## config.mk

```make
export PLATFORM = sky130hd
export DESIGN_NAME = wb_reg_bank
export DESIGN_NICKNAME = d
export VERILOG_FILES = /design/src/rtl/wb_reg_bank.sv
export SDC_FILE = /design/constraint.sdc
export NUM_CORES = 1
export LEC_CHECK = 0
export ABC_AREA = 1
export BUFFER_PORTS_ARGS = -buffer_cell sky130_fd_sc_hd__buf_4
export CAP_MARGIN = 20
export CORE_MARGIN = 1.5
export CORE_UTILIZATION = 38
export DETAILED_ROUTE_END_ITERATION = 8
export GPL_ROUTABILITY_DRIVEN = 0
export GPL_TIMING_DRIVEN = 0
export MAX_ROUTING_LAYER = met4
export PLACE_DENSITY_LB_ADDON = 0.2
export SYNTH_ARGS = -nofsm -noshare
export SYNTH_HDL_FRONTEND = slang
export SYNTH_SLANG_ARGS = --single-unit
```

## constraint.sdc

```tcl
create_clock -name clk_i -period 2.9 [get_ports clk_i]
set_input_delay 0.29 -clock clk_i [delete_from_list [all_inputs] [get_ports clk_i]]
set_output_delay 0.29 -clock clk_i [all_outputs]
set_load 0.1 [all_outputs]
```

## src/rtl/wb_reg_bank.sv

```systemverilog
// Wishbone classic-pipelined register bank: NREGS 32-bit registers with byte
// enables, optional read-only slots and independently pipelined write/read paths.
module wb_reg_bank #(
  parameter int                   NREGS     = 4,
  parameter int                   ADDR_W    = 4,
  parameter logic [NREGS*32-1:0]  RESET_VAL = '0,
  parameter logic [NREGS-1:0]     RO_MASK   = '0,
  parameter int                   WR_PIPE   = 1,
  parameter int                   RD_PIPE   = 1
) (
  input  logic                  clk_i,
  input  logic                  rst_n_i,
  input  logic                  wb_cyc_i,
  input  logic                  wb_stb_i,
  input  logic                  wb_we_i,
  input  logic [ADDR_W-1:0]     wb_adr_i,
  input  logic [3:0]            wb_sel_i,
  input  logic [31:0]           wb_dat_i,
  output logic                  wb_ack_o,
  output logic                  wb_err_o,
  output logic                  wb_rty_o,
  output logic                  wb_stall_o,
  output logic [31:0]           wb_dat_o,
  output logic [NREGS*32-1:0]   regs_o,
  input  logic [NREGS*32-1:0]   regs_i,
  output logic [NREGS-1:0]      wr_o
);

  localparam bit WP = (WR_PIPE != 0);
  localparam bit RP = (RD_PIPE != 0);

  function automatic logic bad_adr(input logic [ADDR_W-1:0] a);
    return ({{(32-ADDR_W){1'b0}}, a} >= 32'(NREGS));
  endfunction

  function automatic logic [31:0] byte_merge(input logic [31:0] old_w,
                                             input logic [31:0] new_w,
                                             input logic [3:0]  sel);
    logic [31:0] r;
    for (int b = 0; b < 4; b++)
      r[8*b +: 8] = sel[b] ? new_w[8*b +: 8] : old_w[8*b +: 8];
    return r;
  endfunction

  logic                 busy;
  logic                 acc;
  logic [NREGS*32-1:0]  regs_q;
  logic [31:0]          rd_now;

  logic                 vld_p0;
  logic                 we_p0;
  logic [ADDR_W-1:0]    adr_p0;
  logic [3:0]           sel_p0;
  logic [31:0]          dat_p0;
  logic [31:0]          rdat_p0;

  logic                 wr_go;
  logic [ADDR_W-1:0]    wr_adr;
  logic [3:0]           wr_sel;
  logic [31:0]          wr_dat;
  logic                 wr_bad;
  logic [NREGS-1:0]     wr_hit;
  logic                 rd_go;
  logic [ADDR_W-1:0]    rd_adr;
  logic [31:0]          rd_dat;
  logic                 rd_bad;

  // The outstanding flag covers the accept cycle through the response cycle,
  // so a request held during the response is only taken one cycle later.
  assign acc        = wb_cyc_i & wb_stb_i & ~busy;
  assign wb_stall_o = wb_cyc_i & wb_stb_i & ~(wb_ack_o | wb_err_o);
  assign wb_rty_o   = 1'b0;
  assign regs_o     = regs_q;

  always_comb begin
    rd_now = '0;
    for (int k = 0; k < NREGS; k++)
      if (wb_adr_i == ADDR_W'(k))
        rd_now = RO_MASK[k] ? regs_i[32*k +: 32] : regs_q[32*k +: 32];
  end

  // Stage p0: captured at the end of the accept cycle, used only by the
  // access type whose path is pipelined.
  always_ff @(posedge clk_i or negedge rst_n_i) begin
    if (!rst_n_i) begin
      vld_p0  <= 1'b0;
      we_p0   <= 1'b0;
      adr_p0  <= '0;
      sel_p0  <= '0;
      dat_p0  <= '0;
      rdat_p0 <= '0;
    end else begin
      vld_p0 <= acc & (wb_we_i ? WP : RP);
      if (acc) begin
        we_p0   <= wb_we_i;
        adr_p0  <= wb_adr_i;
        sel_p0  <= wb_sel_i;
        dat_p0  <= wb_dat_i;
        rdat_p0 <= rd_now;
      end
    end
  end

  always_comb begin
    wr_go  = WP ? (vld_p0 & we_p0) : (acc & wb_we_i);
    wr_adr = WP ? adr_p0 : wb_adr_i;
    wr_sel = WP ? sel_p0 : wb_sel_i;
    wr_dat = WP ? dat_p0 : wb_dat_i;
    rd_go  = RP ? (vld_p0 & ~we_p0) : (acc & ~wb_we_i);
    rd_adr = RP ? adr_p0 : wb_adr_i;
    rd_dat = RP ? rdat_p0 : rd_now;
    wr_bad = bad_adr(wr_adr);
    rd_bad = bad_adr(rd_adr);
    wr_hit = '0;
    for (int k = 0; k < NREGS; k++)
      wr_hit[k] = wr_go & (wr_adr == ADDR_W'(k));
  end

  // Response stage: ack/err, strobes and read data all registered together.
  always_ff @(posedge clk_i or negedge rst_n_i) begin
    if (!rst_n_i) begin
      busy     <= 1'b0;
      wb_ack_o <= 1'b0;
      wb_err_o <= 1'b0;
      wb_dat_o <= '0;
      wr_o     <= '0;
    end else begin
      wb_ack_o <= (wr_go & ~wr_bad) | (rd_go & ~rd_bad);
      wb_err_o <= (wr_go & wr_bad) | (rd_go & rd_bad);
      wb_dat_o <= (rd_go & ~rd_bad) ? rd_dat : '0;
      wr_o     <= wr_hit;
      if (acc)
        busy <= 1'b1;
      else if (wb_ack_o | wb_err_o)
        busy <= 1'b0;
    end
  end

  always_ff @(posedge clk_i or negedge rst_n_i) begin
    if (!rst_n_i) begin
      regs_q <= RESET_VAL;
    end else begin
      for (int k = 0; k < NREGS; k++)
        if (wr_hit[k] && !RO_MASK[k])
          regs_q[32*k +: 32] <= byte_merge(regs_q[32*k +: 32], wr_dat, wr_sel);
    end
  end

endmodule
```

==> results.py, run 1 <==
metrics = {
    "floorplan": {
        "die_w_um": 167.9,
        "dieHeight_um": 167.9,
        "num_rows": 60,
        "io_pins": 341,
        "core_area_um2": 26800,
        "initial_utilization_pct": 38.53,
        "dieArea_um2": 28180,
    },
    "grt": {
        "grt_pass1_vias": 9267,
        "grt_max_degree": 119,
        "overflow": 0,
        "grt_pass1_wl_um": 55310,
        "antenna_found_initial": 0,
        "grt_use_total_pct": 26.52,
    },
    "final_layout": {
        "synthToLayoutAreaGrowth_pct": 33.61,
        "layout-drive-gt1-share_pct": 20.66,
        "diodes": 0,
        "utilization_pct": 51.48,
        "nNetsFinal": 1686,
    },
    "placement": {
        "dp_slack_ns": 0.7490,
        "place_hpwl_um": 25440,
        "io_buffers": 211,
    },
    "clocking": {
        "clkLatencyLatePin_ns": 0.55,
        "post_cts_resized": 0,
        "htreeDepth": 1,
        "cts-buffers-inserted": 28,
        "clockBufferDepth": 3,
        "cts_tree": "yes",
        "cts.sinks": 241,
        "cts-hold-fix-buffers": 39,
        "ctsRootBufferMaster": "clkbuf_16",
        "clk_pin_slew_ns": 0.06,
        "cts_setup_buffers": 0,
    },
    "synth": {
        "synth_ff_type": "dfrtp_1",
        "synth.avg_cell_area_um2": 8.389,
        "synth_fa_ha_area_share_pct": 0,
        "synth_compound_area_share_pct": 0.2423,
        "synthSimpleGateAreaFrac_pct": 36.30,
        "synth_area_leader_cell": "dfrtp_1",
        "synth_seq_cells": 241,
        "yosys_warnings": 0,
        "syn_inst": 1231,
        "synth_top_family_by_area": "simple AND/OR/NAND/NOR gates",
        "syn_nets": 1404,
        "async_flop_share_pct": 100.0,
        "synth_area_leaders": "dfrtp_1 58%, nand2_1 16%, nand3_1 8.4%, nand4_1 5.8%, nor2_1 5.0%",
        "synth_area_um2": 10330,
        "synth.top_cell.area_share_pct": 58.40,
        "synthXorXnorAreaFrac_pct": 0,
        "ys_types": 19,
        "synth_edf_count": 0,
        "synthMuxAreaShare_pct": 0,
        "ys_seq_area_share_pct": 58.40,
    },
    "power": {
        "p_leak_nw": 7.522,
        "power_mw": 13.42,
        "powerDensity_nw_per_um2": 972.9,
        "ir_drop_uv": 450.9,
    },
    "drt": {
        "drcViolationCount": 0,
        "drtIter0Drc": 764,
        "final_antenna_net_count": 0,
        "totalWireLength_um": 36140,
        "wl_per_cell_um": 19.27,
        "via_per_inst": 5.191,
        "vias": 9734,
        "firstDrtPassIters": 6,
    },
    "setup_path": {
        "endpoint_kind": "flip-flop",
        "crit_type": "reg -> reg",
        "critPathMaxFanout": 10,
        "worstPathArrival_ns": 2.47,
        "required_ns": 3.27,
        "crit_start": "busy",
        "r2r_start": "busy",
        "start_kind": "flip-flop",
    },
    "sta": {
        "slew_headroom_pct": 45.84,
        "setup_viol": 0,
        "post-route-period-util_pct": 72.35,
        "worst_pin_slew_ns": 0.8124,
        "clock.fmax_mhz": 476.6,
        "skew_ns": 0.01252,
        "grt_setup_unrepaired": "no",
        "layout_setup_ws_ns": 0.8018,
        "final-hold-violation-count": 0,
        "final_max_slew_viol_count": 0,
        "hold_ws_ns": 0.002824,
        "finalCriticalPeriod_ns": 2.098,
    },
    "flow_run": {
        "maxCapViolCount": 0,
    },
    "min_path": {
        "hold_start": "wb_dat_i[20]",
        "hold_path.class": "in -> reg",
    },
    "run_status": {
        "outcome": "complete, no violations",
    },
}
## final timing paths
| kind | to | slack, ns | cells past startpoint |
|---|---|---|---|
| max | busy | 0.80 | 5 |
| min in group asynchronous | wb_dat_o[23] | 0.24 | 2 |
| max reg2reg | busy | 0.80 | 5 |
| max in group asynchronous | wr_o[0] | 1.45 | 4 |
| min reg2reg | wb_dat_o[21] | 0.49 | 2 |
| min | dat_p0[20] | 0.003 | 3 |
## cells in the final DEF, fill, tap and decap left out, drive strengths merged
cell type      n
clkinv         7
conb           1
nand3        173
clkbuf        74
or2            1
nor4           3
bufinv         4
nor2         139
nor3           3
o21ai          5
clkinvlp       3
dfrtp        241
nand4         96
nand2        444
dlygate4sd3   39
inv           47
buf          254
## registers in the layout, indices dropped and copies added (netlist names), 4 cells and up
register  cells
rd_dat       32
wr_o          4
wb_dat_o     32
dat_p0       32
adr_p0        4
regs_o      128
sel_p0        4
## metrics by stage
step,cell area [um^2],std cells,setup TNS (ns)
after floorplan,10330,1231,0
after detailed placement,12400,1785,0
final,13800,1875,0
after global placement,12340,1783,-113.12
after global routing,13800,1875,0
after CTS,13800,1875,0
## where the power goes
part	switching [mW]	leakage [nW]	internal (mW)	total, mW
Clock	1.44	0.494	2.35	3.79
Combinational	3.66	3.80	0.983	4.64
Sequential	0.825	3.22	4.16	4.99
Total	5.93	7.52	7.50	13.4
## synthesized netlist by cell type (3+ instances only)
cell        n
nand3_1   173
clkbuf_1   37
o21ai_0     5
buf_2      37
nor3_4      3
nand2_1   439
dfrtp_1   241
nand2_2     5
inv_1      40
nand4_1    96
nor4_1      3
nor2_1    138
buf_1       3
inv_2       6
## per-layer routing
metal	track usage, %	up-vias	wire length [um]
met5	-	-	0
met4	7.873	0	903
met3	4.960	61	3017
met2	40.89	425	16650
met1	35.76	4663	15560
li1	-	4585	-
## final cells by class
type                            instances  area, um^2
Clock buffer                           37       825.8
Timing Repair Buffer                  252        2037
Buffer                                 78       342.8
Inverter                               47       176.4
Multi-Input combinational cell        865        3777
Clock inverter                         14       181.4
Sequential cell                       241        6031
Tap cell                              341       426.7
Fill cell                            2558       13000
## cell families after synthesis
kind of cell / Yosys count
other cells: 1
compound gates: 5
flops: 241
buf+inv: 125
simple gates: 859
## worst max-delay path, stage by stage, from the launching register on
cell and delay (ns):
dfrtp_1 0.34, nor2_1 0.11, inv_1 0.09, clkbuf_1 0.51, clkbuf_1 0.64, o21ai_0 0.23
Power figures use the tool's default switching activity.
==> inputs of run 2 (changes only) <==
--- a/config.mk
+++ b/config.mk
@@ -5,7 +5,7 @@
 export SDC_FILE = /design/constraint.sdc
 export NUM_CORES = 1
 export LEC_CHECK = 0
-export ABC_AREA = 1
+export ABC_AREA = 0
 export BUFFER_PORTS_ARGS = -buffer_cell sky130_fd_sc_hd__buf_4
 export CAP_MARGIN = 20
 export CORE_MARGIN = 1.5
==> constraint.sdc (replaced) <==
create_clock -name clk_i -period 2.1 [get_ports clk_i]
set_input_delay 0.21 -clock clk_i [delete_from_list [all_inputs] [get_ports clk_i]]
set_output_delay 0.21 -clock clk_i [all_outputs]
set_load 0.1 [all_outputs]
==> run 2 against run 1 <==
Effect of this change:
- global-route usage is 4.4 points lower
- critical path depth down 1
- core utilization increased by 0.36 points
- first-iteration DRC count down 45%
- critical path type unchanged
==> results.py, run 2 <==
metrics = {
    "clocking": {
        "cts_setup_buffers": 0,
        "cts_tree": "yes",
        "ctsRootBufferMaster": "clkbuf_16",
        "clkLatencyLatePin_ns": 0.53,
        "clockBufferDepth": 3,
        "htreeDepth": 1,
        "clk_pin_slew_ns": 0.06,
        "cts-buffers-inserted": 27,
        "cts.sinks": 241,
    },
    "placement": {
        "place_hpwl_um": 19190,
        "place_area_um2": 11870,
        "io_buffers": 209,
    },
    "synth": {
        "synth_common_cells": "241 x dfrtp_1, 131 x nand2_1, 127 x mux2_2, 50 x mux2i_1, 34 x and2_1",
        "ys_types": 32,
        "synth_edf_count": 0,
        "syn_inst": 767,
        "synth.top_cell.area_share_pct": 61.46,
        "syn_nets": 940,
        "synth_ff_type": "dfrtp_1",
        "ys_seq_area_share_pct": 61.46,
        "yosys_warnings": 0,
        "async_flop_share_pct": 100.0,
        "yosysMostFrequentCell": "dfrtp_1",
        "synth.avg_cell_area_um2": 12.79,
        "synth_area_leaders": "dfrtp_1 61%, mux2_2 15%, mux2i_1 5.1%, nand2_1 5.0%, o221ai_1 2.2%",
        "synth_area_leader_cell": "dfrtp_1",
        "synth_area_um2": 9812,
        "synth_seq_cells": 241,
    },
    "run_status": {
        "outcome": "complete, no violations",
    },
    "drt": {
        "drcViolationCount": 0,
        "drtIter0Drc": 420,
        "via_per_inst": 4.963,
        "firstDrtPassIters": 4,
        "final_antenna_net_count": 0,
        "totalWireLength_um": 28650,
        "wl_per_cell_um": 20.57,
        "vias": 6913,
    },
    "final_layout": {
        "final_common_cell": "dfrtp_1",
        "fin_area_um2": 13090,
        "largest_register_ffs": 128,
        "synthToLayoutAreaGrowth_pct": 33.44,
        "layout-drive-gt1-share_pct": 38.70,
        "nNetsFinal": 1221,
        "layout_common_cells": "241 x dfrtp_1, 217 x buf_4, 131 x nand2_1, 127 x mux2_2, 50 x mux2i_1",
    },
    "sta": {
        "final-hold-violation-count": 0,
        "hold_ws_ns": 0.08716,
        "finalCriticalPeriod_ns": 1.962,
        "skew_ns": 0.01391,
        "grt_setup_unrepaired": "no",
        "final_max_slew_viol_count": 0,
        "worst_pin_slew_ns": 0.8929,
        "post-route-period-util_pct": 93.42,
        "slew_headroom_pct": 40.47,
        "clock.fmax_mhz": 509.7,
        "setup_viol": 0,
    },
    "floorplan": {
        "initial_utilization_pct": 38.85,
        "die_w_um": 163.7,
        "dieArea_um2": 26790,
        "core_area_um2": 25250,
        "dieHeight_um": 163.7,
        "num_rows": 58,
        "io_pins": 341,
    },
    "power": {
        "power_mw": 16.66,
        "powerDensity_nw_per_um2": 1273,
        "ir_drop_uv": 691.1,
        "p_leak_nw": 6.732,
    },
    "grt": {
        "grt_max_degree": 111,
        "antenna_found_initial": 1,
        "grt_use_total_pct": 22.08,
        "overflow": 0,
        "grt_pass1_vias": 7023,
        "grt_pass1_wl_um": 42740,
    },
    "setup_path": {
        "worstPathArrival_ns": 2.36,
        "endpoint_kind": "flip-flop",
        "critPathMaxFanout": 8,
        "start_kind": "flip-flop",
        "crit_type": "reg -> reg",
        "required_ns": 2.50,
        "r2r_setup_slack_ns": 0.14,
    },
    "min_path": {
        "hold_path.class": "in -> reg",
    },
    "flow_run": {
        "maxCapViolCount": 0,
    },
}
## run 2: cell types whose count changed after synthesis, sizes merged, moves of 34 or more
cell and change:
nand4 -96, nand3 -161, and2 +34, mux2i +50, mux2 +128, inv -37
nor2 -120, nand2 -309
## run 2: routing by layer
metal  part of all wire [%]  vias up  GRT usage, %  wire length (um)
met2                     46      204         34.16             13210
met1                     46     3451         30.84             13230
met4                    1.9        0         5.413               541
li1                       -     3219             -                 -
met5                      0        -             -                 0
met3                    5.8       39         2.904              1670
## run 2: cell families after synthesis
logic type / share of synthesized area, %
buffers and inverters: 2.538
AOI/OAI and AO/OA: 5.547
and+or+nand+nor: 10.39
muxes: 20.02
other: 0.03822
DFF: 61.46
## run 2: worst max-delay path, cell delays in order (launching register included)
cell and delay (ns):
dfrtp_1 0.42, nand4bb_4 0.32, nor2_2 0.35, nand3_2 0.35
mux2_2 0.38
## run 2: worst paths after layout
kind,depth (start not counted),end,startpoint
setup / recovery,4,regs_o[126],adr_p0[2]
hold / removal,4,rd_dat[23],wb_adr_i[2]
setup reg to reg,4,regs_o[126],adr_p0[2]
hold reg to reg,1,wb_dat_o[18],rd_dat[18]
max in group asynchronous,3,we_p0,rst_n_i
min in group asynchronous,2,regs_o[12],rst_n_i
## run 2: stage by stage
step                      util (%)  TNS (ns)  setup WS, ns  cells
final                        51.84         0        0.1382   1393
after floorplan                  -         0        0.1907    767
after CTS                    51.79         0        0.1001   1392
after global routing         51.84         0       0.02641   1393
after global placement       46.74   -274.66        -1.145   1306
after detailed placement     47.01    -3.390       -0.1007   1309
## run 2: layout make-up
cell class	count	area (um^2)
Multi-Input combinational cell	472	3560
Sequential cell	241	6031
Timing Repair Buffer	252	2037
Fill cell	2289	12160
Clock buffer	38	747.0
Tap cell	330	412.9
Antenna cell	1	2.502
Inverter	9	33.78
Buffer	45	215.2
Clock inverter	5	53.80
## run 2: report_power, final
part / internal, mW / switching (mW) / total, mW
Sequential: 5.75 / 0.990 / 6.74
Clock: 2.57 / 1.83 / 4.39
Combinational: 1.45 / 4.08 / 5.53
## run 2: repair_timing
item	4_1_cts	5_1_grt
hold buffers	40	0
pin swaps	0	0
endpoints found under the hold margin	91	0
gates cloned	0	0
endpoints found under the setup margin	71	4
gates resized for setup	2	2
